<file path="src/rtl/joy_serial_scanner.sv">
// Serial joystick scanner for a 74HC165-style chain, with per-bit debounce.
// Optional debounce counters are built when JOY_SCANNER_DEBOUNCE_EN is defined.
module joy_serial_scanner #(
  parameter int unsigned NJOY           = 2,
  parameter int unsigned JBITS          = 6,
  parameter int unsigned CLKDIV         = 14,
  parameter int unsigned DEBOUNCE_SCANS = 3
) (
  input  logic                    sysclk,
  input  logic                    rst_n,
  input  logic                    enable,
  input  logic                    sr_data,
  output logic                    sr_load_n,
  output logic                    sr_clk,
  output logic [NJOY*JBITS-1:0]   joy_n,
  output logic                    scan_done
);

  localparam int unsigned N    = NJOY * JBITS;
  localparam int unsigned DIVW = $clog2(CLKDIV);
  localparam int unsigned BITW = $clog2(N);

  if (NJOY < 1 || NJOY > 4 || (JBITS != 6 && JBITS != 8) || CLKDIV < 2 ||
      DEBOUNCE_SCANS < 1) begin : g_param_check
    $error("joy_serial_scanner: parameter out of range");
  end

  typedef enum logic [2:0] {
    S_IDLE, S_LOAD, S_SETTLE, S_LOW, S_HIGH, S_UPDATE
  } state_t;

  state_t          state, state_next;
  logic [DIVW-1:0] div;
  logic [BITW-1:0] idx, idx_next;
  logic [N-1:0]    raw;
  logic            tick;
  logic            capture;
  logic            load_n_next;
  logic            clk_next;

  assign tick = (div == DIVW'(CLKDIV - 1));

  // Free-running tick divider
  always_ff @(posedge sysclk) begin
    if (!rst_n) div <= '0;
    else        div <= tick ? '0 : div + DIVW'(1);
  end

  always_ff @(posedge sysclk) begin
    if (!rst_n) begin
      state     <= S_IDLE;
      idx       <= '0;
      sr_load_n <= 1'b1;
      sr_clk    <= 1'b0;
      scan_done <= 1'b0;
    end else begin
      state     <= state_next;
      idx       <= idx_next;
      sr_load_n <= load_n_next;
      sr_clk    <= clk_next;
      scan_done <= (state == S_UPDATE);
    end
  end

  // UPDATE is a single cycle so UPDATE plus IDLE together take one tick period
  always_comb begin
    state_next = state;
    idx_next   = idx;
    capture    = 1'b0;
    case (state)
      S_IDLE:   if (tick && enable) state_next = S_LOAD;
      S_LOAD:   if (tick) state_next = S_SETTLE;
      S_SETTLE: if (tick) begin
        state_next = S_LOW;
        idx_next   = '0;
      end
      S_LOW:    if (tick) begin
        capture    = 1'b1;
        state_next = (idx == BITW'(N - 1)) ? S_UPDATE : S_HIGH;
      end
      S_HIGH:   if (tick) begin
        state_next = S_LOW;
        idx_next   = idx + BITW'(1);
      end
      S_UPDATE: state_next = S_IDLE;
      default:  state_next = S_IDLE;
    endcase
    load_n_next = (state_next != S_LOAD);
    clk_next    = (state_next == S_HIGH);
  end

  always_ff @(posedge sysclk) begin
    if (!rst_n)       raw      <= '1;
    else if (capture) raw[idx] <= sr_data;
  end

`ifdef JOY_SCANNER_DEBOUNCE_EN
  localparam int unsigned CNTW = $clog2(DEBOUNCE_SCANS) + 1;

  logic [CNTW-1:0] cnt [N];

  // A bit flips only after DEBOUNCE_SCANS consecutive disagreeing scans
  always_ff @(posedge sysclk) begin
    if (!rst_n) begin
      joy_n <= '1;
      for (int i = 0; i < N; i++) cnt[i] <= '0;
    end else if (state == S_UPDATE) begin
      for (int i = 0; i < N; i++) begin
        if (raw[i] == joy_n[i]) begin
          cnt[i] <= '0;
        end else if (cnt[i] == CNTW'(DEBOUNCE_SCANS - 1)) begin
          joy_n[i] <= raw[i];
          cnt[i]   <= '0;
        end else begin
          cnt[i] <= cnt[i] + CNTW'(1);
        end
      end
    end
  end
`else
  always_ff @(posedge sysclk) begin
    if (!rst_n)                 joy_n <= '1;
    else if (state == S_UPDATE) joy_n <= raw;
  end
`endif

endmodule

</file>
<file path="config.mk">
export PLATFORM = sky130hd
export DESIGN_NAME = joy_serial_scanner
export DESIGN_NICKNAME = d
export VERILOG_FILES = /design/src/rtl/joy_serial_scanner.sv
export SDC_FILE = /design/constraint.sdc
export NUM_CORES = 1
export LEC_CHECK = 0
export CORE_ASPECT_RATIO = 1.1
export CORE_MARGIN = 4
export CORE_UTILIZATION = 49
export DETAILED_ROUTE_END_ITERATION = 12
export HOLD_SLACK_MARGIN = 0.12
export PLACE_DENSITY = 0.75
export SYNTH_ARGS = -nofsm -noshare
export SYNTH_HDL_FRONTEND = slang
export SYNTH_SLANG_ARGS = --single-unit
</file>
<file path="constraint.sdc">
create_clock -name sysclk -period 2.9 [get_ports sysclk]
set_clock_uncertainty 0.2 [all_clocks]
set_input_delay 0.58 -clock sysclk [delete_from_list [all_inputs] [get_ports sysclk]]
set_output_delay 0.58 -clock sysclk [all_outputs]
set_load 0.01 [all_outputs]
</file>
==> impl_summary.log <==
[metrics] GRT Residual Overflow: 0
[metrics] DRC marker count from the first detailed-route iteration: 39
[metrics] TritonCTS clock tree: done
[metrics] Gate Count Post-Synth: 196
[metrics] buffer depth of the longest clock path: 2
[metrics] largest net degree at the start of global routing: 22
[metrics] type of element capturing the critical path: output port
[metrics] average detailed-routed wire length per instance: 14.4 um
[metrics] most used cells in the layout excluding fill and tap cells: dfxtp_1 (38), nand2_1 (26), nand3_1 (20), clkdlybuf4s50_1 (18), nor2_1 (15)
[metrics] Clk Latency, worst-skew pair: 350 ps
[metrics] floorplan core area: 0.00336 mm^2
[metrics] y dimension of the die: 70.4 um
[metrics] Fmax achieved: 0.490 GHz
[metrics] Hold-fix buffers, CTS: 0
[metrics] post-layout min period: 2040 ps
[metrics] Pre-antenna DRT Iters: 4
[metrics] number of distinct library cell variants in the gate-level netlist after synthesis: 45
[metrics] Min Hold Slack: 275 ps
[metrics] Post-Synthesis Cell Area: 0.00173 mm^2
[metrics] hpwl dp: 2.60 mm
[metrics] area grow syn2layout: 14.2%
[metrics] Storage cell area: 761 um^2
[metrics] portion of synthesized cell area occupied by the leading cell type: 43.9%
[metrics] DRT antenna net count: 0
[metrics] cell types occupying the most area after synthesis: dfxtp_1 (44%), nand3_1 (5.8%), nand2_1 (5.6%)
[metrics] Slew Limit Fails: 0
[metrics] final sum of negative setup slack: 0 ps
[metrics] number of flops mapped to enable cells by yosys: 0
[metrics] Starting Density: 51.6%
[metrics] critical path type: register to output port
[metrics] n_diodes: 0
[metrics] cell taking the most area after synthesis: dfxtp_1
[metrics] power per standard cell area: 439 mW/mm^2
[metrics] CTS Buf Count: 5
[metrics] cells along the critical path: clkdlybuf4s50_1
[metrics] Data arrival, critical path: 1260 ps
[metrics] commonest non-fill, non-tap cell in the layout: dfxtp_1
[metrics] CTS H-Tree Depth: 2
[metrics] portion of the clock cycle consumed by the worst path in the final layout: 70.3%
[metrics] post-synthesis average cell area: 8.84 um^2
[metrics] Warnings, synthesis: 0
[metrics] total count of hold-check failures in the final report: 0
[metrics] number of top-level pins: 19
[metrics] critical path required time: 2120 ps
[metrics] final-report setup violation count: 0
[metrics] die width: 64.7 um
[metrics] share of cells above drive strength 1: 7.62%
[metrics] buffer and inverter count on the worst path: 1
[metrics] number of rows created at floorplan: 22
[metrics] vias per inst: 5.67
[metrics] global placement routability congestion: 0.798
[metrics] Vias: 1463
[metrics] peak per-stage delay on the critical path: 550 ps
[metrics] transition time at the pin with the least slew margin: 588 ps
[metrics] count of unresolved DRC violations after routing: 0
[metrics] IO buf count: 18
[metrics] Final Routed Wirelength: 3.71 mm
[metrics] result of the run: finished, final reports clean
[metrics] Die ar.: 0.00455 mm^2
[metrics] number of placed instances with taps included: 250
[metrics] sequential share of the synthesized area: 43.9%
[metrics] largest delay contributor family on the critical path: buffers and inverters
[metrics] area of the multi-input gates: 885 um^2
[metrics] CP Launch Type: register
[metrics] post-synth net total: 206
[metrics] via count of the first global-routing pass: 1396
[metrics] clock-pin slew on the worst setup and hold paths: 110 ps
[metrics] CTS Root Cell: clkbuf_4
[metrics] gr usage total: 18.2%
[metrics] Max transition margin: 60.7%
[metrics] clock sink total: 38
[metrics] fillers: 318
[metrics] #FFs+latches synth: 38
[metrics] number of post-CTS setup repair buffers: 0
[metrics] Layout Cells excl Fill: 258
[metrics] async set-or-reset flop fraction in the synthesized netlist: 0%
[metrics] class of the most critical hold timing path: register to register
[metrics] number of maximum-capacitance constraint violations: 0
[metrics] setup repair after global routing missed its margin: false
[metrics] final layout net count: 219
[metrics] PostCTS Resize Cnt: 0
[metrics] leakage power of the design: 0.827 nW
[metrics] cell with the largest stage delay on the worst path: clkdlybuf4s50_1
[metrics] most frequently used flop master after synthesis: dfxtp_1
[metrics] initial antenna violation count: 0
[metrics] maximum resistive drop on vdd: 0.000253 V
[metrics] wire length of the first global-routing pass: 6.47 mm
[metrics] maximum net fanout on the critical path: 2
==> layout make-up <==
class,count,area share (%)
clock inverter,1,0.253
sequential,38,38.4
inverter,7,1.33
clock buffer,7,2.78
tap,48,3.03
timing repair buffer,19,9.48
multi-input combinational,138,44.7
==> Yosys cell counts (all sizes together), types with 2 or more instances <==
cell / number
inv: 7
o31ai: 3
a21oi: 5
a311oi: 3
and3b: 2
nand3b: 2
mux2i: 9
ha: 6
or4: 2
nand2: 26
nor2: 15
nand2b: 4
o21ai: 3
nor3: 4
nand3: 20
a32o: 2
nand4b: 2
a31oi: 3
clkbuf: 5
nand4: 9
dfxtp: 38
buf: 8
==> logic make-up after synthesis <==
group                    after synthesis  share of synthesized area (%)
XOR/XNOR                               2                           1.01
AO/OA/AOI/OAI                         24                           9.68
flip-flops                            38                           43.9
multiplexers                           9                           5.20
adder cells (fa/ha/maj)                6                           4.33
AND/OR/NAND/NOR                       97                           30.8
buffers and inverters                 20                           5.05
==> through the flow <==
| step | total power, mW | utilization, % | cell area, um^2 | setup slack, ps |
|---|---|---|---|---|
| floorplan | 0.575 | - | 1730 | 1200 |
| global placement | 0.586 | 57.2 | 1920 | 744 |
| detailed placement | 0.589 | 57.2 | 1920 | 618 |
| CTS | 0.877 | 58.9 | 1980 | 840 |
| global route | 0.909 | 58.9 | 1980 | 798 |
| finish | 0.869 | 58.9 | 1980 | 861 |
==> power breakdown <==
part	internal (mW)	leakage (nW)	switching [mW]
clock	0.118	0.0353	0.175
combinational	0.0162	0.484	0.0237
sequential	0.527	0.308	0.00959
total	0.661	0.827	0.209
==> registers in the layout, indices dropped and copies added, names as in the netlist <==
register	cells
scan_done	1
raw	12
sr_clk	1
div	4
idx	4
joy_n	12
state	3
sr_load_n	1
==> per-layer routing <==
layer	global-route usage, %	part of all wire, %
met5	0	0
met1	20.7	44
met2	30.6	49
met4	8.92	2.5
met3	5.47	4.2
==> final timing paths <==
check / from / end / slack (ps) / cells past startpoint
worst min register to register: raw[8] / joy_n[8] / 270 / 2
worst max register to register: div[0] / idx[3] / 980 / 4
worst min-delay path: raw[8] / joy_n[8] / 270 / 2
worst max-delay path: joy_n[0] / joy_n[0] / 860 / 1
(Power assumes the default switching activity.)
